===== src/rtl/sfr_arbiter_pkg.sv =====
// Shared types and constants for the SFR port arbiter.
// Latency: n/a (declarations only).
// Backpressure: n/a.
package sfr_arb_pkg;

   // Arbiter control state: free to grant, or holding the single outstanding read.
   typedef enum logic {
      IDLE      = 1'b0,
      WAIT_RESP = 1'b1
   } state_t;

   // Word returned to the owner when the slave never answers a read.
   localparam logic [31:0] TIMEOUT_RDATA = 32'hDEAD_DEAD;

   // Index width that never collapses to zero bits (a 1- or 2-entry range still gets 1 bit).
   function automatic int idx_w(input int n);
      return (n <= 2) ? 1 : $clog2(n);
   endfunction

endpackage


===== src/rtl/sfr_arbiter_if.sv =====
// Bundle of the master-side request/response lanes and the single SFR slave port.
// Latency: n/a (wires only).
// Backpressure: masters hold a request until m_ack; the slave throttles via s_ack.
// Ports: m_req/m_we/m_addr/m_be/m_wdata (packed, master i at slice i), m_ack/m_resp one bit
// per master, m_rdata shared; s_req/s_we/s_addr/s_be/s_wdata towards the slave,
// s_ack/s_resp/s_rdata back from it.
interface sfr_arbiter_if #(
   parameter int NUM_M = 2
);
   logic [NUM_M-1:0]    m_req;
   logic [NUM_M-1:0]    m_we;
   logic [NUM_M*32-1:0] m_addr;
   logic [NUM_M*4-1:0]  m_be;
   logic [NUM_M*32-1:0] m_wdata;
   logic [NUM_M-1:0]    m_ack;
   logic [NUM_M-1:0]    m_resp;
   logic [31:0]         m_rdata;

   logic                s_req;
   logic                s_we;
   logic [31:0]         s_addr;
   logic [3:0]          s_be;
   logic [31:0]         s_wdata;
   logic                s_ack;
   logic                s_resp;
   logic [31:0]         s_rdata;

   // Arbiter view: consumes master requests and slave replies, drives the rest.
   modport slave (
      input  m_req, m_we, m_addr, m_be, m_wdata,
      output m_ack, m_resp, m_rdata,
      output s_req, s_we, s_addr, s_be, s_wdata,
      input  s_ack, s_resp, s_rdata
   );

   // Environment view: the requesting masters together with the SFR slave.
   modport master (
      output m_req, m_we, m_addr, m_be, m_wdata,
      input  m_ack, m_resp, m_rdata,
      input  s_req, s_we, s_addr, s_be, s_wdata,
      output s_ack, s_resp, s_rdata
   );

endinterface


===== src/rtl/sfr_arbiter_rr_pick.sv =====
// Picks one requester: first set bit at or above ptr_i, wrapping; lowest index when fixed_i.
// Latency: purely combinational.
// Backpressure: none; grant is recomputed every cycle from req_i.
// Ports: req_i request vector, ptr_i round-robin start, fixed_i priority mode,
// grant_o one-hot grant, idx_o binary index of the grant (0 when nothing requests).
module rr_pick
   import sfr_arb_pkg::*;
#(
   parameter int N  = 2,
   parameter int IW = idx_w(N)
) (
   input  logic [N-1:0]  req_i,
   input  logic [IW-1:0] ptr_i,
   input  logic          fixed_i,
   output logic [N-1:0]  grant_o,
   output logic [IW-1:0] idx_o
);

   int   start;
   int   cand;
   logic found;

   always_comb begin
      grant_o = '0;
      idx_o   = '0;
      found   = 1'b0;
      cand    = 0;
      start   = fixed_i ? 0 : int'(ptr_i);
      // Walk the ring once starting at the pointer; the first hit wins.
      for (int k = 0; k < N; k++) begin
         cand = start + k;
         if (cand >= N) begin
            cand = cand - N;
         end
         if (!found && req_i[cand]) begin
            found          = 1'b1;
            grant_o[cand]  = 1'b1;
            idx_o          = IW'(cand);
         end
      end
   end

endmodule


===== src/rtl/sfr_arbiter.sv =====
// Shares one SFR slave port between NUM_M masters, one transfer at a time, one read in flight.
// Latency: request->slave combinational; read response routed to its owner in the same cycle.
// Backpressure: s_ack stalls the grant (grant locked until accepted); no grants during a read.
// Ports: clk_i, rst_ni (async, active low), bus (sfr_arbiter_if.slave: master lanes and slave
// port), err_timeout_o one-cycle pulse on a forced timeout response, busy_o high in WAIT_RESP.
module sfr_arbiter
   import sfr_arb_pkg::*;
#(
   parameter int NUM_M        = 2,
   parameter int PRIO_FIXED   = 0,
   parameter int RESP_TIMEOUT = 255
) (
   input  logic         clk_i,
   input  logic         rst_ni,
   sfr_arbiter_if.slave bus,
   output logic         err_timeout_o,
   output logic         busy_o
);

   localparam int            IW   = idx_w(NUM_M);
   localparam int            TW   = idx_w(RESP_TIMEOUT + 1);
   localparam logic [IW-1:0] LAST = IW'(NUM_M - 1);

   state_t             state_q, state_d;
   logic               lock_q;
   logic [IW-1:0]      locked_g_q, rr_ptr_q, owner_q;
   logic [TW-1:0]      tmo_cnt_q;

   logic [IW-1:0]      pick_idx, g, g_next;
   logic [NUM_M-1:0]   pick_oh, g_oh;
   logic               tmo_hit;

   logic               s_req, s_we;
   logic [31:0]        s_addr, s_wdata, m_rdata;
   logic [3:0]         s_be;
   logic [NUM_M-1:0]   m_ack, m_resp;
   logic               err, busy;

   rr_pick #(
      .N  (NUM_M),
      .IW (IW)
   ) u_pick (
      .req_i   (bus.m_req),
      .ptr_i   (rr_ptr_q),
      .fixed_i (PRIO_FIXED != 0),
      .grant_o (pick_oh),
      .idx_o   (pick_idx)
   );

   // A request the slave has not yet accepted keeps its grant, so the slave never sees the
   // address change under a pending request.
   assign g       = lock_q ? locked_g_q : pick_idx;
   assign g_oh    = lock_q ? (NUM_M'(1) << locked_g_q) : pick_oh;
   assign g_next  = (g == LAST) ? '0 : g + 1'b1;
   assign tmo_hit = (RESP_TIMEOUT != 0) && (tmo_cnt_q == TW'(RESP_TIMEOUT));

   always_comb begin
      state_d = state_q;
      s_req   = 1'b0;
      s_we    = 1'b0;
      s_addr  = '0;
      s_be    = '0;
      s_wdata = '0;
      m_ack   = '0;
      m_resp  = '0;
      m_rdata = bus.s_rdata;
      err     = 1'b0;
      busy    = 1'b0;
      if (!rst_ni) begin
         // The slave path is combinational, so outputs are forced low explicitly in reset.
         m_rdata = '0;
      end else begin
         unique case (state_q)
            IDLE: begin
               if (|bus.m_req) begin
                  s_req   = 1'b1;
                  s_we    = bus.m_we[g];
                  s_addr  = bus.m_addr[32*g +: 32];
                  s_be    = bus.m_be[4*g +: 4];
                  s_wdata = bus.m_wdata[32*g +: 32];
                  m_ack   = g_oh & {NUM_M{bus.s_ack}};
                  if (bus.s_ack && !s_we) begin
                     state_d = WAIT_RESP;
                  end
               end
            end
            WAIT_RESP: begin
               busy = 1'b1;
               // A real response beats a timeout landing in the same cycle.
               if (bus.s_resp) begin
                  m_resp[owner_q] = 1'b1;
                  state_d         = IDLE;
               end else if (tmo_hit) begin
                  m_resp[owner_q] = 1'b1;
                  m_rdata         = TIMEOUT_RDATA;
                  err             = 1'b1;
                  state_d         = IDLE;
               end
            end
            default: state_d = IDLE;
         endcase
      end
   end

   always_ff @(posedge clk_i or negedge rst_ni) begin
      if (!rst_ni) begin
         state_q    <= IDLE;
         lock_q     <= 1'b0;
         locked_g_q <= '0;
         rr_ptr_q   <= '0;
         owner_q    <= '0;
         tmo_cnt_q  <= '0;
      end else begin
         state_q <= state_d;
         if (s_req) begin
            if (bus.s_ack) begin
               lock_q   <= 1'b0;
               rr_ptr_q <= g_next;
               if (!s_we) begin
                  owner_q   <= g;
                  tmo_cnt_q <= '0;
               end
            end else begin
               lock_q     <= 1'b1;
               locked_g_q <= g;
            end
         end else if (busy && (tmo_cnt_q != '1)) begin
            tmo_cnt_q <= tmo_cnt_q + 1'b1;
         end
      end
   end

   assign bus.s_req     = s_req;
   assign bus.s_we      = s_we;
   assign bus.s_addr    = s_addr;
   assign bus.s_be      = s_be;
   assign bus.s_wdata   = s_wdata;
   assign bus.m_ack     = m_ack;
   assign bus.m_resp    = m_resp;
   assign bus.m_rdata   = m_rdata;
   assign err_timeout_o = err;
   assign busy_o        = busy;

endmodule


===== src/flat_wrapper.sv =====
// flat-port wrapper written by rule: the top's interface ports become plain ports
module sfr_arbiter_flat import sfr_arb_pkg::*;
#(
   parameter int NUM_M        = 2,
   parameter int PRIO_FIXED   = 0,
   parameter int RESP_TIMEOUT = 255
)
  (clk_i, rst_ni, err_timeout_o, busy_o, bus_m_req, bus_m_we, bus_m_addr, bus_m_be, bus_m_wdata, bus_m_ack, bus_m_resp, bus_m_rdata, bus_s_req, bus_s_we, bus_s_addr, bus_s_be, bus_s_wdata, bus_s_ack, bus_s_resp, bus_s_rdata);
  sfr_arbiter_if #(.NUM_M(NUM_M)) bus_i ();
  input  logic clk_i;
  input  logic rst_ni;
  output logic err_timeout_o;
  output logic busy_o;
  input wire logic [$bits(bus_i.m_req)-1:0] bus_m_req;
  input wire logic [$bits(bus_i.m_we)-1:0] bus_m_we;
  input wire logic [$bits(bus_i.m_addr)-1:0] bus_m_addr;
  input wire logic [$bits(bus_i.m_be)-1:0] bus_m_be;
  input wire logic [$bits(bus_i.m_wdata)-1:0] bus_m_wdata;
  output wire logic [$bits(bus_i.m_ack)-1:0] bus_m_ack;
  output wire logic [$bits(bus_i.m_resp)-1:0] bus_m_resp;
  output wire logic [$bits(bus_i.m_rdata)-1:0] bus_m_rdata;
  output wire logic [$bits(bus_i.s_req)-1:0] bus_s_req;
  output wire logic [$bits(bus_i.s_we)-1:0] bus_s_we;
  output wire logic [$bits(bus_i.s_addr)-1:0] bus_s_addr;
  output wire logic [$bits(bus_i.s_be)-1:0] bus_s_be;
  output wire logic [$bits(bus_i.s_wdata)-1:0] bus_s_wdata;
  input wire logic [$bits(bus_i.s_ack)-1:0] bus_s_ack;
  input wire logic [$bits(bus_i.s_resp)-1:0] bus_s_resp;
  input wire logic [$bits(bus_i.s_rdata)-1:0] bus_s_rdata;
  assign bus_i.m_req = bus_m_req;
  assign bus_i.m_we = bus_m_we;
  assign bus_i.m_addr = bus_m_addr;
  assign bus_i.m_be = bus_m_be;
  assign bus_i.m_wdata = bus_m_wdata;
  assign bus_m_ack = bus_i.m_ack;
  assign bus_m_resp = bus_i.m_resp;
  assign bus_m_rdata = bus_i.m_rdata;
  assign bus_s_req = bus_i.s_req;
  assign bus_s_we = bus_i.s_we;
  assign bus_s_addr = bus_i.s_addr;
  assign bus_s_be = bus_i.s_be;
  assign bus_s_wdata = bus_i.s_wdata;
  assign bus_i.s_ack = bus_s_ack;
  assign bus_i.s_resp = bus_s_resp;
  assign bus_i.s_rdata = bus_s_rdata;
  sfr_arbiter #(.NUM_M(NUM_M), .PRIO_FIXED(PRIO_FIXED), .RESP_TIMEOUT(RESP_TIMEOUT)) u_core (.clk_i(clk_i), .rst_ni(rst_ni), .bus(bus_i), .err_timeout_o(err_timeout_o), .busy_o(busy_o));
endmodule

===== config.mk =====
export PLATFORM = sky130hd
export DESIGN_NAME = sfr_arbiter_flat
export DESIGN_NICKNAME = d
export VERILOG_FILES = /design/src/rtl/sfr_arbiter_pkg.sv /design/src/rtl/sfr_arbiter_if.sv /design/src/rtl/sfr_arbiter_rr_pick.sv /design/src/rtl/sfr_arbiter.sv /design/src/flat_wrapper.sv
export SDC_FILE = /design/constraint.sdc
export NUM_CORES = 1
export LEC_CHECK = 0
export CAP_MARGIN = 40
export CORE_AREA = 2 2 109 111
export CTS_CLUSTER_SIZE = 8
export DETAILED_ROUTE_END_ITERATION = 10
export DIE_AREA = 0 0 111 113
export GPL_TIMING_DRIVEN = 1
export REMOVE_ABC_BUFFERS = 1
export SYNTH_ARGS = -nofsm -noshare
export SYNTH_HDL_FRONTEND = slang
export SYNTH_SLANG_ARGS = --single-unit

===== constraint.sdc =====
create_clock -name clk_i -period 2.1 [get_ports clk_i]
set_input_delay 0.21 -clock clk_i [delete_from_list [all_inputs] [get_ports clk_i]]
set_output_delay 0.21 -clock clk_i [all_outputs]
set_load 0.03 [all_outputs]

# --- Word-level counts from Yosys, hierarchy flattened ---
# Index checks and enable logic that the tools add are counted.
word_totals:
  regBits: 13
  in_bits: 176
  out_inout_bits: 108
  wordCells: 113
op_classes:
  n_addsub: 5
  n_lt_le_gt_ge: 9
  eq_ne: 4
  n_shift: 4
  mux: 66
  n_bitwise: 5
  n_reduce_logical: 14
ops:
  columns: ["operator", "n"]
  rows:
  - ["$mux 32", 12]
  - ["$shiftx 64x7->32", 2]
  - ["$ge 32x1->1 const B", 2]
  - ["$lt 32x3->1 const B", 2]
  - ["$mux 1", 33]
  - ["$mux 8", 4]
  - ["$mux 2", 10]
  - ["$mux 4", 3]
  - ["$add 8x1->8 const B", 1]
  - ["$eq 8x8->1 const B", 1]
  - ["$ne 8x8->1 const B", 1]
  - ["$shiftx 8x4->4", 1]
  - ["$logic_and 1x1->1", 6]
  - ["$reduce_and 3->1", 2]
  - ["$lt 1x2->1 const B", 2]
  - ["$reduce_and 2->1", 2]
  - ["$demux 1 s1", 3]
  - ["$not 1->1", 3]
  - ["$sub 1x2->3 const B", 1]
  - ["$sub 2x2->3 const B", 1]
  - ["$add 1x1->2 const B", 1]
  - ["$and 2x2->2", 1]
  - ["$ge 1x2->1 const B", 1]
  - ["$ge 2x2->1 const B", 1]
  - ["other kinds (10)", 11]

# --- Depth between registers and ports, before layout ---
logic_depth:
  word_depth: 18
  mapped_depth: 6
  ltp_nobuf: 5

# --- Hierarchy ---
# From an unflattened synthesis, not the netlist that was laid out.
hier_totals:
  hier_cells: 352
  area_unflattened_um2: 2004.4
by_module_without_submodules:
  columns: ["mod", "instances", "cells_per_inst", "area_per_inst_um2", "seq_area_each_um2"]
  rows:
  - ["sfr_arbiter", 1, 347, 1966.9, 325.3]
  - ["rr_pick", 1, 5, 37.5, 0.0]

# --- Least setup slack after synthesis ---
# Ideal clock, no wire load.
synth_path:
  path_kind: "flip-flop to output port"
  start: "register u_core.tmo_cnt_q[0]"
  end: "output port bus_m_resp[0]"
  arrival_ps: 1634
  required_ps: 1890
  path_slack_ps: 256
  stages_incl_launch_ff: 6
  n_path_buf: 0
  cell_sequence: "dfrtp_1 ha_1 nand3_2 nor2_1 nor2_1 nor3_1"
synth_via:
  elab_chain_len: 5
synth_rtl:
  columns: ["element", "line_no", "rtl"]
  rows:
  - ["start, declared", "sfr_arbiter.sv:27", "logic [TW-1:0] tmo_cnt_q;"]
  - ["start signal, assigned", "sfr_arbiter.sv:128", "tmo_cnt_q <= tmo_cnt_q + 1'b1;"]
  - ["$eq 8x8->1", "sfr_arbiter.sv:55", "assign tmo_hit = (RESP_TIMEOUT != 0) && (tmo_cnt_q == TW'(RESP_TIMEOUT));"]
  - ["$mux 2", "sfr_arbiter.sv:93", "end else if (tmo_hit) begin"]
  - ["$mux 2", "sfr_arbiter.sv:90", "if (bus.s_resp) begin"]
  - ["$mux 2", "sfr_arbiter.sv:73", "unique case (state_q)"]
  - ["$mux 2", "sfr_arbiter.sv:69", "if (!rst_ni) begin"]
  - ["end, declared", "flat_wrapper.sv:20", "output wire logic [$bits(bus_i.m_resp)-1:0] bus_m_resp;"]
# Every way passes these cells.

# --- Worst setup path after layout ---
layout_path:
  start: "input port bus_m_req[1]"
  end: "output port bus_s_wdata[28]"
layout_via:
  elab_chain_len: 12
  elab_cells_between_ends: 17
  cone_classes: "shift (1); mux (13); reduce/logical (3)"
layout_rtl:
  columns: ["element", "line_no", "rtl"]
  rows:
  - ["start, declared", "flat_wrapper.sv:14", "input wire logic [$bits(bus_i.m_req)-1:0] bus_m_req;"]
  - ["$mux 1 (implied by the code) (3 in series)", "sfr_arbiter_rr_pick.sv:35", "if (!found && req_i[cand]) begin"]
  - ["$mux 1", "sfr_arbiter_rr_pick.sv:35", null]
  - ["$logic_not 1->1", "sfr_arbiter_rr_pick.sv:35", null]
  - ["$logic_and 1x1->1", "sfr_arbiter_rr_pick.sv:35", null]
  - ["$mux 1", "sfr_arbiter_rr_pick.sv:35", null]
  - ["$mux 1", "sfr_arbiter.sv:52", "assign g = lock_q ? locked_g_q : pick_idx;"]
  - ["$shiftx 64x7->32", "sfr_arbiter.sv:80", "s_wdata = bus.m_wdata[32*g +: 32];"]
  - ["$mux 32 (*)", "sfr_arbiter.sv:75", "if (|bus.m_req) begin"]
  - ["$mux 32 (*)", "sfr_arbiter.sv:73", null]
  - ["$mux 32 (*)", "sfr_arbiter.sv:69", null]
  - ["end, declared", "flat_wrapper.sv:26", "output wire logic [$bits(bus_i.s_wdata)-1:0] bus_s_wdata;"]
# Every way passes the cells marked *; elsewhere a longest branch is shown, timed or not. The select of a mux whose other input is x is not followed.

==> run summary <==
Leakage - 2.57 nW
Psw - 2.12 mW
worst-path fanout max - 26
CTS tree - done
RSZ-0062 raised after global routing - false
synth unique cells - 41
vias in the first global route - 3,508
crit-path max cell delay - 550 ps
Power Internal - 2.25 mW
die width - 111 um
TritonCTS buffer count - 3
post-route ant nets - 0
initial drt markers - 244
Crit path max-delay family - buffers and inverters
CP Buf/Inv Count - 4
H-tree depth - 1
ant diodes - 0
register area share after synthesis - 0.156
row count - 39
placed cells - 772
Max VDD drop - 0.311 mV
slowest stage cell, crit path - clkdlybuf4s50_1
Area Overhead vs Synth - 160%
dpl hpwl - 9.51 mm
gp weighted congestion - 0.880
CP Capture Type - output port
Power Dens Cells - 806 nW/um2
WP data required - 1890 ps
Tightest Pin Transition - 364 ps
placed cell areas - 5090 um2
final non-filler cell total - 785
initial antenna violation count - 0
clk buf depth - 2
Comb pwr share - 0.829
routed length per instance - 16.2 um
reg2reg end - u_core.tmo_cnt_q[1]
detail-routed via count per cell - 4.57
EDFF count, synth - 0
grt ovf - 0
All-Layer GR Usage - 0.176
number of setup violations in the final report - 0
worst path cell trace - clkdlybuf4s50_1 > nand2b_4 > o21ai_4 > buf_4 > clkbuf_16 > nand2_1 > a21oi_1 > buf_4
share of total power in the clock network - 0.084
area of the die - 12,500 um2
top_reg_cell synth - dfrtp_1
Die H - 113 um
switching power as a share of total power - 0.486
share of post-route cells with drive strength above 1 - 0.257
Via Count - 3,591
critical path startpoint category - input port
reg2reg setup slack - 370 ps
clk_lat worst skew - 240 ps
status - finished, final reports clean
Max Clk Rate - 498 MHz
YS warnings - 0
Initial Util - 0.185
WL final - 12.7 mm
clk_skew - 1.40 ps
Hold WC Path Type - in -> async
Final #Nets - 820
first-pass GRT wire length - 18.1 mm
Crit Path Class - in -> out
Max Cap Violations - 0
final instance area - 5420 um2
Seq cells post-synth - 13
clock sink count - 13
I/O pin cnt - 284
cell mode on critical path - buf_4
Mapped Area - 2080 um2
worst reg2reg path startpoint - u_core.rr_ptr_q
CORE AREA - 11,300 um2
part of the power in registers - 0.087
min cycle time layout - 2010 ps
asr flop ratio synth - 1.00
clk slew on worst S/H paths - 50 ps
CTS root buf - clkbuf_16
syn_area_per_cell - 5.91 um2
Fin. Hold Viols - 0
period utilization - 0.955
max_slew headroom - 0.755
Final Max Slew Viols - 0
WP data arrival - 1800 ps
IO Port Bufs - 283
largest net degree at the start of global routing - 53
Pre-Repair DR Iteration Count - 4
residual DRC count - 0
count of mapped cells out of synthesis - 352
R2R depth - 5
[cells in the mapped netlist, types with 2 or more instances]
cell	count	area, um2
nand2_1	145	544
o21ai_0	3	15.0
nor2_1	12	45.0
a21o_1	24	180
buf_4	5	37.5
nand3_1	3	15.0
nor3_1	5	25.0
nor4_1	2	12.5
clkbuf_1	2	7.51
inv_1	4	15.0
a211oi_1	2	15.0
or2_2	2	12.5
a21oi_1	72	360
nand4_1	2	12.5
buf_2	13	65.1
nand4b_1	2	17.5
dfrtp_1	13	325
buf_6	7	78.8
and2_1	10	62.6
o21a_1	2	15.0
xnor2_1	2	17.5
[layer usage]
metal	wire length, um	vias up	GRT usage
met5	0	-	0
met4	197	0	0.0408
met3	874	12	0.0311
met2	6480	191	0.331
met1	5190	1634	0.209
li1	-	1754	-
[worst min-delay path, stage by stage]
cell and delay [ps]:
clkdlybuf4s50_1 520, buf_4 150, buf_4 230
[timing repair]
item / in CTS / in global routing
endpoints found under the setup margin: 0 / 65
hold buffers: 0 / 0
gates resized for setup: 0 / 19
setup buffers: 0 / 3
[worst max path at each step]
| stage | startpoint | endpoint | slack, ps | cells after the start |
|---|---|---|---|---|
| after global placement | bus_m_req[0] | bus_s_wdata[19] | 40 | 7 |
| final | bus_m_req[1] | bus_s_wdata[28] | 90 | 8 |
| after CTS | bus_m_req[0] | bus_s_wdata[19] | 20 | 7 |
| after floorplan | u_core.lock_q | bus_s_addr[0] | -670 | 4 |
| after global routing | bus_m_req[1] | bus_s_wdata[17] | 30 | 8 |
| after detailed placement | bus_m_req[0] | bus_s_wdata[19] | 50 | 7 |
[placed cells by master, fill, tap and decap left out, types with 2 or more instances in the layout]
cell type / n
nand4_1: 2
nor4_1: 2
nor3_1: 5
clkbuf_16: 9
a211oi_1: 2
nand2_1: 145
clkdlybuf4s50_1: 174
a21o_1: 24
or2_2: 2
o21ai_0: 3
buf_4: 107
a21oi_1: 63
inv_1: 4
xnor2_1: 2
buf_12: 23
and2_1: 10
nand4b_1: 2
dfrtp_1: 12
nand3_1: 3
a21oi_2: 10
nor2_1: 11
dlymetal6s2s_1: 2
[power groups by stage]
stage | logic, mW | clock network (mW) | registers [mW]
floorplan | 1.60 | 0 | 0.361
global placement | 3.23 | 0 | 0.365
detailed placement | 3.24 | 0 | 0.370
CTS | 3.25 | 0.368 | 0.367
global route | 3.86 | 0.380 | 0.392
finish | 3.62 | 0.366 | 0.381
[final cells by class]
class | count | area, um2
multi-input cells | 308 | 1630
well taps | 143 | 179
fillers | 1119 | 5850
inverters | 4 | 15.0
clock buffers | 4 | 78.8
flip-flops and latches | 13 | 327
repair buffers | 313 | 3190
[sequential cells by signal, indices dropped and copies added, names as in the netlist]
signal             count
u_core.state_q         1
u_core.lock_q          1
u_core.tmo_cnt_q       8
u_core.rr_ptr_q        1
u_core.owner_q         1
u_core.locked_g_q      1
[stage by stage]
step	utilization	setup TNS [ps]	worst slack [ps]	hold WS (ps)	power (mW)
floorplan	-	-52230	-674	-85.6	1.96
global placement	0.452	0	44.8	499	3.59
detailed placement	0.452	0	45.3	520	3.61
CTS	0.459	0	23.6	526	3.99
global route	0.481	0	34.1	553	4.63
finish	0.481	0	93.6	506	4.37
[kinds of logic after synthesis]
| logic type | after synthesis | synth area share |
|---|---|---|
| AO/OA/AOI/OAI | 109 | 0.302 |
| XOR/XNOR | 2 | 0.00842 |
| adder cells (fa/ha/maj) | 1 | 0.00601 |
| buffers and inverters | 31 | 0.0980 |
| flip-flops | 13 | 0.156 |
| multiplexers | 3 | 0.0210 |
| AND/OR/NAND/NOR | 193 | 0.408 |
No activity file was read; power rests on OpenSTA's default activity.
